<file path="config.mk">
export PLATFORM = sky130hd
export DESIGN_NAME = dot_line_fetcher
export DESIGN_NICKNAME = d
export VERILOG_FILES = /design/src/rtl/dot_pkg.sv /design/src/rtl/dot_line_buf.sv /design/src/rtl/dot_line_fetcher.sv
export SDC_FILE = /design/constraint.sdc
export NUM_CORES = 1
export LEC_CHECK = 0
export CORE_MARGIN = 5
export CORE_UTILIZATION = 40
export CTS_CLUSTER_SIZE = 20
export DETAILED_ROUTE_END_ITERATION = 8
export PLACE_DENSITY_LB_ADDON = 0.12
export RECOVER_POWER = 25
export SYNTH_ARGS = -nofsm -noshare
export SYNTH_HDL_FRONTEND = slang
export SYNTH_SLANG_ARGS = --single-unit
</file>
<file path="constraint.sdc">
create_clock -name Clk -period 3.1 [get_ports Clk]
set_clock_uncertainty 0.05 [all_clocks]
set_input_delay 0.31 -clock Clk [delete_from_list [all_inputs] [get_ports Clk]]
set_output_delay 0.31 -clock Clk [all_outputs]
set_load 0.005 [all_outputs]
</file>
<file path="src/rtl/dot_pkg.sv">
// Shared types and constants for the dot-glyph line fetcher.
//   glyph_code_t  : 2-bit cell code selecting one of four glyphs
//   fetch_state_t : fetcher FSM states (DRAIN exists only when the
//                   ROM output is registered, macro DOT_ROM_REG_EN)
//   GLYPH_ROWS / GLYPH_W / DOT_ROM_AW : glyph geometry and ROM address width
package dot_pkg;

    localparam int GLYPH_ROWS = 8;
    localparam int GLYPH_W    = 8;
    localparam int DOT_ROM_AW = 5;

    typedef enum logic [1:0] {
        BLANK      = 2'd0,
        LEFT_BIAS  = 2'd1,
        RIGHT_BIAS = 2'd2,
        RESV       = 2'd3
    } glyph_code_t;

`ifdef DOT_ROM_REG_EN
    typedef enum logic [1:0] {
        IDLE  = 2'd0,
        FETCH = 2'd1,
        DRAIN = 2'd2,
        SWAP  = 2'd3
    } fetch_state_t;
`else
    typedef enum logic [1:0] {
        IDLE  = 2'd0,
        FETCH = 2'd1,
        SWAP  = 2'd3
    } fetch_state_t;
`endif

endpackage

</file>
<file path="src/rtl/dot_line_buf.sv">
// Double-buffered glyph line store.
// One buffer is the front (read by the renderer), the other is the back
// (filled by the fetcher). A swap pulse exchanges the two roles.
// Ports:
//   Clk, Reset_n : clock, async active-low reset (clears both buffers, front = 0)
//   wr_en        : write wr_data into back[wr_idx]
//   wr_idx       : back-buffer cell index
//   wr_data      : glyph row bits
//   swap         : toggle front/back selection at the clock edge
//   rd_idx       : front-buffer cell index
//   rd_data      : front[rd_idx], combinational
module dot_line_buf
    import dot_pkg::*;
#(
    parameter int CELL_AW = 4
) (
    input  logic               Clk,
    input  logic               Reset_n,
    input  logic               wr_en,
    input  logic [CELL_AW-1:0] wr_idx,
    input  logic [GLYPH_W-1:0] wr_data,
    input  logic               swap,
    input  logic [CELL_AW-1:0] rd_idx,
    output logic [GLYPH_W-1:0] rd_data
);

    // Storage covers the full index space so any index is in range;
    // entries at or above the cell count are never written and read as zero.
    localparam int DEPTH = 1 << CELL_AW;

    logic [GLYPH_W-1:0] line0 [DEPTH];
    logic [GLYPH_W-1:0] line1 [DEPTH];
    logic               front_sel;

    // A write and a swap on the same edge both use the old front_sel,
    // so the final cell lands in the buffer that is becoming the front.
    always_ff @(posedge Clk or negedge Reset_n) begin
        if (!Reset_n) begin
            for (int i = 0; i < DEPTH; i++) begin
                line0[i] <= '0;
                line1[i] <= '0;
            end
            front_sel <= 1'b0;
        end else begin
            if (wr_en) begin
                if (front_sel) begin
                    line0[wr_idx] <= wr_data;
                end else begin
                    line1[wr_idx] <= wr_data;
                end
            end
            if (swap) begin
                front_sel <= ~front_sel;
            end
        end
    end

    assign rd_data = front_sel ? line1[rd_idx] : line0[rd_idx];

endmodule

</file>
<file path="src/rtl/dot_line_fetcher.sv">
// Scanline glyph fetcher for the pan/bias indicator strip.
// On line_start it walks every cell code, reads the selected glyph row from
// the shared dot ROM into the back line buffer, then swaps buffers so the
// renderer only ever sees complete lines.
// Build option: DOT_ROM_REG_EN -- ROM output registered (1-cycle latency);
// fetches are pipelined and a DRAIN state captures the last cell.
// Ports:
//   Clk, Reset_n           : clock, async active-low reset
//   line_start, glyph_row  : start a line fetch for the given glyph row
//   code_we/waddr/wdata    : cell code file write port
//   rom_addr, rom_data     : dot ROM interface, address {code, row}
//   pix_cell, pix_bits     : renderer read of the front buffer
//   busy, done, overrun    : fetch active, swap pulse, sticky restart flag
//
// state | meaning
// IDLE  | waiting for line_start, rom_addr holds last value
// FETCH | issuing one ROM address per cell, idx 0..N_CELLS-1
// DRAIN | registered ROM only: capture the final cell's data
// SWAP  | back buffer becomes front, done pulse
module dot_line_fetcher
    import dot_pkg::*;
#(
    parameter int N_CELLS = 16,
    parameter int CELL_AW = $clog2(N_CELLS)
) (
    input  logic                  Clk,
    input  logic                  Reset_n,
    input  logic                  line_start,
    input  logic [2:0]            glyph_row,
    input  logic                  code_we,
    input  logic [CELL_AW-1:0]    code_waddr,
    input  logic [1:0]            code_wdata,
    output logic [DOT_ROM_AW-1:0] rom_addr,
    input  logic [GLYPH_W-1:0]    rom_data,
    input  logic [CELL_AW-1:0]    pix_cell,
    output logic [GLYPH_W-1:0]    pix_bits,
    output logic                  busy,
    output logic                  done,
    output logic                  overrun
);

    localparam int                 DEPTH    = 1 << CELL_AW;
    localparam logic [CELL_AW-1:0] LAST_IDX = CELL_AW'(N_CELLS - 1);

    fetch_state_t          state_q, state_d;
    logic [CELL_AW-1:0]    idx_q, idx_d;
    logic [2:0]            row_q, row_d;
    logic [DOT_ROM_AW-1:0] addr_q;
    logic [DOT_ROM_AW-1:0] fetch_addr;
    logic                  overrun_q;
    logic                  start_fetch;
    logic                  swap;
    logic                  wr_en;
    logic [CELL_AW-1:0]    wr_idx;
    glyph_code_t           code_q [DEPTH];

    always_ff @(posedge Clk or negedge Reset_n) begin
        if (!Reset_n) begin
            for (int i = 0; i < DEPTH; i++) begin
                code_q[i] <= BLANK;
            end
        end else if (code_we) begin
            code_q[code_waddr] <= glyph_code_t'(code_wdata);
        end
    end

    assign fetch_addr = {code_q[idx_q], row_q};
    assign rom_addr   = (state_q == FETCH) ? fetch_addr : addr_q;

    always_ff @(posedge Clk or negedge Reset_n) begin
        if (!Reset_n) begin
            state_q   <= IDLE;
            idx_q     <= '0;
            row_q     <= '0;
            addr_q    <= '0;
            overrun_q <= 1'b0;
        end else begin
            state_q <= state_d;
            idx_q   <= idx_d;
            row_q   <= row_d;
            if (state_q == FETCH) begin
                addr_q <= fetch_addr;
            end
            if (line_start && busy) begin
                overrun_q <= 1'b1;
            end
        end
    end

    always_comb begin
        state_d     = state_q;
        idx_d       = idx_q;
        row_d       = row_q;
        start_fetch = 1'b0;
        swap        = 1'b0;
        case (state_q)
            IDLE: begin
                if (line_start) start_fetch = 1'b1;
            end
            FETCH: begin
                if (line_start) begin
                    start_fetch = 1'b1;
                end else if (idx_q == LAST_IDX) begin
`ifdef DOT_ROM_REG_EN
                    state_d = DRAIN;
`else
                    state_d = SWAP;
`endif
                end else begin
                    idx_d = idx_q + 1'b1;
                end
            end
`ifdef DOT_ROM_REG_EN
            DRAIN: begin
                if (line_start) begin
                    start_fetch = 1'b1;
                end else begin
                    state_d = SWAP;
                end
            end
`endif
            SWAP: begin
                // The swap always completes; a coincident line_start
                // simply queues the next fetch behind it.
                swap = 1'b1;
                if (line_start) begin
                    start_fetch = 1'b1;
                end else begin
                    state_d = IDLE;
                end
            end
            default: state_d = IDLE;
        endcase
        if (start_fetch) begin
            state_d = FETCH;
            idx_d   = '0;
            row_d   = glyph_row;
        end
    end

`ifdef DOT_ROM_REG_EN
    // Data for the address issued in cycle i arrives in cycle i+1, so the
    // write index trails the fetch index by one cycle. A capture still in
    // flight when a fill is aborted lands in the back buffer, which the
    // restarted fill overwrites completely before the next swap.
    logic               cap_valid_q;
    logic [CELL_AW-1:0] cap_idx_q;

    always_ff @(posedge Clk or negedge Reset_n) begin
        if (!Reset_n) begin
            cap_valid_q <= 1'b0;
            cap_idx_q   <= '0;
        end else begin
            cap_valid_q <= (state_q == FETCH) && !line_start;
            cap_idx_q   <= idx_q;
        end
    end

    assign wr_en  = cap_valid_q;
    assign wr_idx = cap_idx_q;
    assign busy   = (state_q == FETCH) || (state_q == DRAIN);
`else
    assign wr_en  = (state_q == FETCH) && !line_start;
    assign wr_idx = idx_q;
    assign busy   = (state_q == FETCH);
`endif

    assign done    = swap;
    assign overrun = overrun_q;

    dot_line_buf #(
        .CELL_AW (CELL_AW)
    ) u_line_buf (
        .Clk     (Clk),
        .Reset_n (Reset_n),
        .wr_en   (wr_en),
        .wr_idx  (wr_idx),
        .wr_data (rom_data),
        .swap    (swap),
        .rd_idx  (pix_cell),
        .rd_data (pix_bits)
    );

endmodule

</file>
==> out/metrics.csv <==
stage,metric,value,unit
logic_synthesis,async_flop_share,1.00,
die,core-area,0.0345,mm^2
clock_tree,clock_latency,0.50,ns
critical_path,critical_path_arrival,2.69,ns
sta,finalSetupViolCount,0,
pwr,vdd_drop_max,435,uV
critical_path,cp-end-kind,output pin,
job,maxCapViolations,1,
critical_path,worst_path_largest_cell_delay,0.54,ns
drt,dr_total_vias,7813,
sta,drv_slew,79,
global_routing,grt_max_degree,81,
finish,drive_gt1_frac,0.519,
critical_path,start_kind,flip-flop,
worst_hold_path,min_path_type,in2reg,
global_routing,grt_pass1_wl,53200,um
drt,postRouteAntennaNets,0,
critical_path,path_max_fanout,2,
sta,finalHoldViolCount,0,
sta,rsz0062_at_grt,no,
sta,worstMarginPinSlew,2.17,ns
pwr,p_leak,7.58,nW
critical_path,crit_top_cell,mux4_2,
sta,timing.fmax,328,MHz
clock_tree,cts_made_buffers,35,
logic_synthesis,synth-seq-cells,304,
global_routing,first_global_vias,8591,
clock_tree,cts_sinks,304,
sta,holdWs,0.374,ns
die,rows,68,
critical_path,worstSetupPathType,reg2out,
run_status,violations,"max-capacitance violations, max-slew violations",
clock_tree,cts_tree,built,
drt,first_pass_iters,5,
critical_path,crit_slowest_cell,mux4_2,
die,ios,41,
logic_synthesis,synth.distinct_cells,38,
die,start_util,0.405,
sta,tns,0,ns
die,chipHeight,197,um
drt,wire_per_inst,23.5,um
logic_synthesis,synth_edf_count,0,
critical_path,crit_required,2.74,ns
clock_tree,htree_num_levels,2,
sta,relSlewSlack,-0.445,
run_status,status,"finished, violations left",
sta,fin_crit,3.05,ns
placed_design,gp_congestion,0.742,
drt,routed_wl,33700,um
critical_path,r2r_slack,0.69,ns
sta,finalCritPeriodShare,0.983,
logic_synthesis,synth.yosys.seq_area_share,0.545,
global_routing,grt_antenna_before_repair,1,
finish,final_cell_mix,"mux2_2, dfrtp_1, mux4_2",
critical_path,path_cells,mux4_2 > mux4_2 > mux2_2 > clkdlybuf4s50_1,
die,fp.dieW,197,um
logic_synthesis,synth_fp_nets,916,
die,dieArea,0.0387,mm^2
logic_synthesis,yosysWarningCount,0,
pwr,power,9.37,mW
finish,n_fill_cell,3019,
clock_tree,clock_path_buffers,3,
finish,area_delta_synth_final,16.9,%
pwr,powerDensity,574,mW/mm^2
placed_design,portBuffers,40,
clock_tree,root_buffer,clkbuf_16,
placed_design,dp.final_hpwl,21900,um
logic_synthesis,netlist_area,0.0140,mm^2
finish,final_common_cell,mux2_2,
drt,via_per_inst,5.45,
logic_synthesis,synth_flop_cell,dfrtp_1,
clock_tree,path_clk_slew,0.06,ns
drt,drc,0,
logic_synthesis,synthCells,887,
drt,dr.first_iter.drc_count,459,
finish,nets,982,
global_routing,grt_overflow_total,0,
logic_synthesis,avgSynthCellArea,15.7,um^2
global_routing,track_usage,0.178,
-- report_power, final --
part / switching [mW] / internal [mW]
clock network: 1.60 / 2.54
logic: 0.374 / 0.460
registers: 0.139 / 4.25
-- cells in the mapped netlist, types with 2 or more instances --
master    count  share of area
dfrtp_1     304           0.54
mux2_2      303           0.24
mux4_2       84           0.14
clkbuf_1     47          0.013
nor2_1       26         0.0070
nand2_1      23         0.0062
nand3_1      11         0.0039
buf_1        10         0.0027
and3_1        7         0.0031
buf_4         6         0.0032
mux2i_1       6         0.0043
nand2b_1      6         0.0027
nor2b_1       5         0.0022
ha_1          4         0.0036
inv_1         4         0.0011
a21o_1        3         0.0016
nand4_1       3         0.0013
nor2_2        3         0.0013
or2_2         3         0.0013
a21oi_1       2        0.00072
a311oi_1      2         0.0013
a31oi_1       2        0.00090
buf_2         2        0.00072
nand3b_1      2         0.0011
nor3_1        2        0.00072
nor3b_2       2         0.0018
o32ai_1       2         0.0013
or3_1         2        0.00090
xor2_1        2         0.0013
-- flip-flops by register name, summed over array words and instances, names as in the netlist --
signal / count
u_line_buf.line1: 128
idx_q: 4
code_q: 32
state_q: 2
addr_q: 5
overrun: 1
u_line_buf.line0: 128
u_line_buf.front_sel: 1
row_q: 3
-- worst max-delay path: cells and delay by family, from the launching register on --
| kind | cells | cell delay (ns) |
|---|---|---|
| buffers and inverters | 1 | 0.45 |
| flip-flops | 1 | 0.40 |
| multiplexers | 3 | 1.33 |
-- cells by family (layout without fill, tap and decap cells) --
family | after synthesis | count (layout) | synth area share
adder cells (fa/ha/maj) | 4 | 4 | 0.00359
AO/OA/AOI/OAI | 14 | 14 | 0.00744
multiplexers | 394 | 394 | 0.385
XOR/XNOR | 3 | 3 | 0.00188
buffers and inverters | 70 | 161 | 0.0212
flip-flops | 304 | 304 | 0.545
other | 0 | 1 | 0
AND/OR/NAND/NOR | 98 | 98 | 0.0359
-- worst paths after layout --
check / start / endpoint / cells after the start
worst max-delay path: u_line_buf.line0[56] / pix_bits[0] / 4
worst min register to register: overrun / overrun / 1
min in group asynchronous: Reset_n / u_line_buf.line0[86] / 2
max in group asynchronous: Reset_n / idx_q[2] / 3
worst max register to register: idx_q[0] / u_line_buf.line1[31] / 5
worst min-delay path: glyph_row[2] / row_q[2] / 2
-- per-layer routing --
layer	track usage	wire length (um)
met3	0.0299	1460
met2	0.285	16100
met1	0.259	15600
met4	0.0380	502
met5	0	13
-- final cells by class --
class / instances / area [um^2] / area share
inverters: 4 / 15.0 / 0.000920
clock inverters: 9 / 97.6 / 0.00598
multi-input cells: 513 / 6060 / 0.371
repair buffers: 95 / 898 / 0.0551
flip-flops and latches: 304 / 7610 / 0.466
clock buffers: 53 / 1070 / 0.0653
well taps: 455 / 569 / 0.0349
diodes: 1 / 2.50 / 0.000153
-- through the flow --
step / setup WS, ns / util / area (um^2) / instances
floorplan: 0.729 / - / 14000 / 887
global placement: 0.146 / 0.440 / 15200 / 1370
detailed placement: 0.141 / 0.440 / 15200 / 1370
CTS: 0.0165 / 0.474 / 16300 / 1433
global route: 0.0121 / 0.473 / 16300 / 1433
finish: 0.0514 / 0.473 / 16300 / 1434
-- repair_timing --
item | 4_1_cts | 5_1_grt
gates resized for setup | 2 | 2
hold endpoints to repair | 75 | 0
pin swaps | 0 | 0
gates cloned | 0 | 0
buffers inserted | 0 | 0
endpoints found under the setup margin | 2 | 2
hold buffers | 1 | 0
No activity file was read; power rests on OpenSTA's default activity.
